### src/rtl/commit_wb_scheduler.sv
// Purpose : shares one commit/writeback port between NUM_INPUTS commit streams (0=LSU 1=ALU 2=FPU 3=SFU)
//           using round-robin arbitration with sop..eop packet locking.
// Latency : 1 cycle from input accept to valid_out when the output buffer is empty; 1 beat/cycle sustained.
// Backpr. : 2-entry output skid buffer; ready_in depends on registered fill level only, so there is
//           no ready_out->ready_in combinational path.
//
// Ports
//   clk        rising-edge clock
//   reset      synchronous active-low reset
//   valid_in   per-source beat valid
//   ready_in   per-source accept, one-hot or zero
//   data_in    per-source payload (opaque)
//   eop_in     per-source last beat of packet (single-beat packet has eop=1)
//   valid_out  head of output buffer valid
//   ready_out  downstream accept
//   data_out   head payload
//   sel_out    source index of head beat
//   eop_out    eop of head beat
//
// Build option: define COMMIT_SCHED_AGING_EN to add per-input wait counters; an input that has
// waited MAX_STALL cycles preempts round-robin (never a lock).

// Generic synchronous FIFO.
// Latency : pushed entry visible at head the cycle after push.
// Backpr. : none internally; caller must not push when full nor pop when empty.
module fifo_sync #(
  parameter  int WIDTH = 8,
  parameter  int DEPTH = 2,
  localparam int CNTW  = $clog2(DEPTH + 1),
  localparam int AW    = (DEPTH > 1) ? $clog2(DEPTH) : 1
) (
  input  logic             clk,
  input  logic             reset,
  input  logic             push,
  input  logic [WIDTH-1:0] push_dat,
  input  logic             pop,
  output logic [WIDTH-1:0] head_dat,
  output logic [CNTW-1:0]  count
);

  logic [WIDTH-1:0] mem [DEPTH];
  logic [AW-1:0]    wr_ptr;
  logic [AW-1:0]    rd_ptr;

  function automatic logic [AW-1:0] ptr_next(input logic [AW-1:0] p);
    return (p == AW'(DEPTH - 1)) ? '0 : p + AW'(1);
  endfunction

  always_ff @(posedge clk) begin
    if (!reset) begin
      wr_ptr <= '0;
      rd_ptr <= '0;
      count  <= '0;
    end else begin
      if (push) wr_ptr <= ptr_next(wr_ptr);
      if (pop)  rd_ptr <= ptr_next(rd_ptr);
      count <= count + CNTW'(push) - CNTW'(pop);
    end
  end

  // Payload storage carries no reset: contents are don't-care while count is zero.
  always_ff @(posedge clk) begin
    if (push) mem[wr_ptr] <= push_dat;
  end

  assign head_dat = mem[rd_ptr];

endmodule

// Commit writeback scheduler.
// Latency : accept in cycle t with empty buffer -> valid_out in t+1.
// Backpr. : ready_in all zero while the 2-entry buffer is full or reset is asserted.
module commit_wb_scheduler #(
  parameter  int NUM_INPUTS = 4,
  parameter  int DATAW      = 64,
  parameter  int MAX_STALL  = 7,
  localparam int SELW       = (NUM_INPUTS > 1) ? $clog2(NUM_INPUTS) : 1
) (
  input  logic                             clk,
  input  logic                             reset,
  input  logic [NUM_INPUTS-1:0]            valid_in,
  output logic [NUM_INPUTS-1:0]            ready_in,
  input  logic [NUM_INPUTS-1:0][DATAW-1:0] data_in,
  input  logic [NUM_INPUTS-1:0]            eop_in,
  output logic                             valid_out,
  input  logic                             ready_out,
  output logic [DATAW-1:0]                 data_out,
  output logic [SELW-1:0]                  sel_out,
  output logic                             eop_out
);

  localparam logic [0:0] ST_UNLOCKED = 1'b0;
  localparam logic [0:0] ST_LOCKED   = 1'b1;

  typedef struct packed {
    logic [DATAW-1:0] dat;
    logic [SELW-1:0]  sel;
    logic             eop;
  } beat_t;

  localparam int BEATW = $bits(beat_t);

  logic [0:0]            state_q;
  logic [SELW-1:0]       owner_q;
  logic [SELW-1:0]       rr_ptr_q;
  logic [1:0]            buf_cnt;
  logic                  acc_en;
  logic [NUM_INPUTS-1:0] eligible;
  logic [NUM_INPUTS-1:0] aged;
  logic [SELW-1:0]       grant;
  logic                  grant_vld;
  logic                  push;
  logic                  pop;
  beat_t                 push_beat;
  beat_t                 head_beat;

  // Buffer has room; registered state only.
  assign acc_en = (buf_cnt != 2'd2);

  // A held lock masks every other source, even while the owner idles between beats.
  always_comb begin
    eligible = valid_in;
    if (state_q == ST_LOCKED) eligible = valid_in & (NUM_INPUTS'(1) << owner_q);
  end

`ifdef COMMIT_SCHED_AGING_EN
  localparam int              AGEW    = (MAX_STALL > 0) ? $clog2(MAX_STALL + 1) : 1;
  localparam logic [AGEW-1:0] AGE_MAX = AGEW'(MAX_STALL);

  logic [AGEW-1:0] wait_cnt [NUM_INPUTS];

  // Waiting only counts while the buffer could have taken the beat, so
  // downstream stalls do not age everyone into saturation together.
  always_ff @(posedge clk) begin
    for (int i = 0; i < NUM_INPUTS; i++) begin
      if (!reset) begin
        wait_cnt[i] <= '0;
      end else if (valid_in[i] && ready_in[i]) begin
        wait_cnt[i] <= '0;
      end else if (valid_in[i] && !ready_in[i] && acc_en && (wait_cnt[i] != AGE_MAX)) begin
        wait_cnt[i] <= wait_cnt[i] + AGEW'(1);
      end
    end
  end

  // Aging is ignored while locked so a packet is never split.
  always_comb begin
    aged = '0;
    for (int i = 0; i < NUM_INPUTS; i++) begin
      aged[i] = (state_q == ST_UNLOCKED) && eligible[i] && (wait_cnt[i] == AGE_MAX);
    end
  end
`else
  assign aged = '0;
`endif

  // Lowest-index set bit; returns {found, index}.
  function automatic logic [SELW:0] low_pick(input logic [NUM_INPUTS-1:0] vec);
    logic [SELW:0] res;
    res = '0;
    for (int i = 0; i < NUM_INPUTS; i++) begin
      if (!res[SELW] && vec[i]) res = {1'b1, SELW'(i)};
    end
    return res;
  endfunction

  // First set bit strictly after ptr, wrapping; ptr itself is checked last.
  function automatic logic [SELW:0] rr_pick(input logic [NUM_INPUTS-1:0] vec,
                                            input logic [SELW-1:0]       ptr);
    logic [SELW:0] res;
    int            idx;
    res = '0;
    for (int k = 1; k <= NUM_INPUTS; k++) begin
      idx = (int'(ptr) + k) % NUM_INPUTS;
      if (!res[SELW] && vec[idx]) res = {1'b1, SELW'(idx)};
    end
    return res;
  endfunction

  always_comb begin
    logic [SELW:0] age_res;
    logic [SELW:0] rr_res;
    age_res = low_pick(aged);
    rr_res  = rr_pick(eligible, rr_ptr_q);
    if (age_res[SELW]) begin
      grant_vld = 1'b1;
      grant     = age_res[SELW-1:0];
    end else begin
      grant_vld = rr_res[SELW];
      grant     = rr_res[SELW-1:0];
    end
  end

  assign ready_in = (reset && acc_en && grant_vld) ? (NUM_INPUTS'(1) << grant) : '0;

  assign push = |(valid_in & ready_in);
  assign pop  = valid_out && ready_out;

  always_comb begin
    push_beat     = '0;
    push_beat.dat = data_in[grant];
    push_beat.sel = grant;
    push_beat.eop = eop_in[grant];
  end

  // Arbiter state: the fired source becomes the new round-robin pointer and,
  // for a non-eop beat, the lock owner.
  always_ff @(posedge clk) begin
    if (!reset) begin
      state_q  <= ST_UNLOCKED;
      owner_q  <= '0;
      rr_ptr_q <= SELW'(NUM_INPUTS - 1);
    end else if (push) begin
      rr_ptr_q <= grant;
      if (eop_in[grant]) begin
        state_q <= ST_UNLOCKED;
      end else begin
        state_q <= ST_LOCKED;
        owner_q <= grant;
      end
    end
  end

  fifo_sync #(
    .WIDTH (BEATW),
    .DEPTH (2)
  ) u_out_buf (
    .clk      (clk),
    .reset    (reset),
    .push     (push),
    .push_dat (push_beat),
    .pop      (pop),
    .head_dat (head_beat),
    .count    (buf_cnt)
  );

  assign valid_out = (buf_cnt != 2'd0);
  assign data_out  = head_beat.dat;
  assign sel_out   = head_beat.sel;
  assign eop_out   = head_beat.eop;

endmodule

### config.mk
export PLATFORM = sky130hd
export DESIGN_NAME = commit_wb_scheduler
export DESIGN_NICKNAME = d
export VERILOG_FILES = /design/src/rtl/commit_wb_scheduler.sv
export SDC_FILE = /design/constraint.sdc
export NUM_CORES = 1
export LEC_CHECK = 0
export BUFFER_PORTS_ARGS = -buffer_cell sky130_fd_sc_hd__buf_2
export CAP_MARGIN = 20
export CORE_MARGIN = 2
export CORE_UTILIZATION = 45
export DETAILED_ROUTE_END_ITERATION = 8
export PLACE_DENSITY = 0.76
export SLEW_MARGIN = 0
export SYNTH_ARGS = -nofsm -noshare
export SYNTH_HDL_FRONTEND = slang
export SYNTH_SLANG_ARGS = --single-unit
### constraint.sdc
create_clock -name clk -period 8.45 [get_ports clk]
set_clock_uncertainty 0.15 [all_clocks]
set_input_delay 0.845 -clock clk [delete_from_list [all_inputs] [get_ports clk]]
set_output_delay 0.845 -clock clk [all_outputs]
set_load 0.01 [all_outputs]
==> metrics.txt <==
most common cell in the netlist=mux2i_1; first-pass GRT wire length=26600 um; final net count=approximately 1100; later-pin clock latency in the skew report=0.41 ns; simple-gate share of the synthesized area=2.68%; RR Startpoint=rr_ptr_q[0]; ys async rst share=0%; share of the synthesized area in the top cell type=51.6%; Critical Path RT=7.46 ns; YS warnings=0; initial antenna violation count=0; ant diodes=0; CTS Buf Count=17; setup TNS=0 ns; max incr delay on CP=0.85 ns; die height=about 140 um; area delta synth->final=29.8%; Fmax=212 MHz; leading cell types by count after synthesis=200 x mux2i_1, 134 x edfxtp_1, 69 x mux2_2; Yosys top cell by area=edfxtp_1; register share of total power=34.6%; period utilization=between 50% and 60%; critical path's top delay family=buffers and inverters; Mean Syn Cell Area=14.7 um^2; Initial Utilization=45.6%; DP HPWL=12700 um; Core Footprint=17100 um^2; Worst-Margin Slew=1.01 ns; Clock power frac=19.2%; GRT Total Usage=18.9%; Non-Filler Instances=1098; Via density=5.06; Hold Fails Final Rpt=0; top_reg_cell synth=edfxtp_1; Startpoint Class=flop; Max H-tree Level=4; minimum clock period=around 4.7 ns; largest family of logic cells by synthesized area=multiplexers; Placed Area=9580 um^2; Inst Count DP=between 1000 and 1500; unrepaired setup endpoints after global routing=false; Setup Buffers After CTS=0; ANT nets after route=0; layout cells sized above 1=between 50% and 60%; Synth Area in XOR/XNOR=0.337%; Final Instance Area=10100 um^2; CP Cell Sequence=mux2_1 > a211oi_1 > o41a_1 > o311ai_2 > nor2_4 > buf_4 > inv_1 > nor2_1 > buf_2; CTS tree=yes; Crit Path Class=flop to output pin; die width=136 um; vias in the first global route=about 5400; CTS Hold Bufs=0; P_int=2.30 mW; DRC=0; Max Slew Vio Count=0; Post-Synthesis Cells=532; Max IR drop VDD=roughly 0.2 mV; Worst EP arrival=roughly 3.7 ns; CP Capture Type=output pin; ranking of synthesized cells by area=edfxtp_1 52%, mux2i_1 26%, mux2_2 10%; #FFs+latches synth=roughly 140; GRT overflow=0; status=complete, no violations; largest net degree at the start of global routing=68; DRT iter0 DRCs=193; mux contribution to synthesized area=35.8%; RePlAce Congestion=just under 0.9; CTS max path bufs=2; Clock Root Buffer=clkbuf_16; Reg clk slew, reported paths=0.06 ns; top fanout value on the critical path=65; r2r setup slk=about 4.7 ns; Mapped Area=7800 um^2; die area=18400 um^2; I/O pins=339; count of cell types in the netlist=49; max-cap violations=0; register area share after synthesis=a little over half; Setup-failing EPs final=0; CTS Sinks=144; Slowest-stage cell, CP=buf_4; Min-Delay Path Depth=2; Comb power frac=46.2%; min-delay src=u_out_buf.rd_ptr; drt pass-1 iters=4; worst path bufs/invs=3; Pleak=roughly 4.3 nW; Max transition margin=32.6%; Via Count=~5600; number of flops mapped to enable cells by yosys=134; adder-cell area share of the yosys netlist=0.160%; Routed WL per cell=16.0 um; reg-to-reg critical path endpoint=u_out_buf.mem[1][42]; Psw=1.24 mW; Synth Area in Compound Gates=about 3.1%; Pwr per Cell Area=350 nW/um^2; Post-CTS Resized=0; worst-case reg-to-reg path depth=8; DRT Wirelength=17600 um; row cnt=48; HP Class=flop to flop; Port Buffers=338; sw frac=35.1%; syn_nets=800
==> power by group through the flow <==
stage	clock network, mW	registers (mW)	logic [mW]
3_3_place_gp	0	1.23	1.63
4_1_cts	0.695	1.23	1.66
5_1_grt	0.725	1.25	1.78
3_5_place_dp	0	1.24	1.65
2_1_floorplan	0	1.18	1.32
6_report	0.679	1.23	1.64
==> worst min-delay path: cells and delay by family, from the launching register on <==
family | cells | cell delay [ns]
DFF | 1 | 0.33
xor gates and xnor gates | 1 | 0.10
and+or+nand+nor | 1 | 0.08
==> metal layers <==
layer / vias to the layer above / track usage, % / part of all wire [%]
met5: - / 0 / 0
met4: 0 / 6.54 / 1.7
met3: 24 / 5.50 / 6.9
met2: 210 / 32.8 / 51
met1: 2599 / 22.5 / 40
li1: 2722 / - / -
==> through the flow <==
step           setup slack, ns  util (%)  total power, mW  hold slack, ns
3_3_place_gp              3.85      55.9             2.86           0.348
3_5_place_dp              3.80      55.9             2.90           0.361
2_1_floorplan             3.56         -             2.50           0.331
4_1_cts                   3.69      59.1             3.59           0.416
5_1_grt                   3.38      59.1             3.76           0.442
6_report                  3.74      59.1             3.54           0.403
==> worst max-delay path by stage <==
| stage | start | end | slack [ns] | depth (start not counted) |
|---|---|---|---|---|
| after floorplan | valid_in[0] | u_out_buf.mem[0][0] | 3.56 | 5 |
| after global placement | valid_in[3] | ready_in[1] | 3.85 | 10 |
| after detailed placement | valid_in[3] | ready_in[1] | 3.80 | 10 |
| after CTS | rr_ptr_q[0] | ready_in[1] | 3.69 | 9 |
| after global routing | rr_ptr_q[0] | ready_in[3] | 3.38 | 9 |
| final | rr_ptr_q[0] | ready_in[3] | 3.74 | 9 |
==> layout by cell type (no fill, tap or decap), types with 6 or more instances in the layout <==
cell type     n
buf_2       338
clkbuf_16    17
clkinvlp_4    6
dfxtp_1       9
edfxtp_1    134
inv_1         8
mux2_2       69
mux2i_1     200
nand2_1       8
nor2_1       10
==> sequential cells by signal (all words and copies together), names as in the netlist, named ones only <==
signal            count
u_out_buf.mem       134
owner_q               2
rr_ptr_q              2
u_out_buf.count       2
state_q               1
u_out_buf.rd_ptr      1
u_out_buf.wr_ptr      1
==> cells by family (layout without fill, tap and decap cells) <==
| family | count (synthesis) | in the layout |
|---|---|---|
| flops | 144 | 144 |
| fa+ha+maj | 1 | 1 |
| xor+xnor | 3 | 3 |
| compound gates | 31 | 31 |
| buf+inv | 43 | 384 |
| simple gates | 40 | 40 |
| mux | 270 | 270 |
==> final cells by class <==
| class | count | area [um^2] |
|---|---|---|
| Fill cell | 1412 | 6990 |
| Clock buffer | 19 | 433 |
| Tap cell | 225 | 282 |
| Clock inverter | 13 | 115 |
| Timing Repair Buffer | 343 | 1730 |
| Inverter | 9 | 35.0 |
| Multi-Input combinational cell | 345 | 3300 |
| Sequential cell | 144 | 4230 |
No activity file was read; power rests on OpenSTA's default activity.
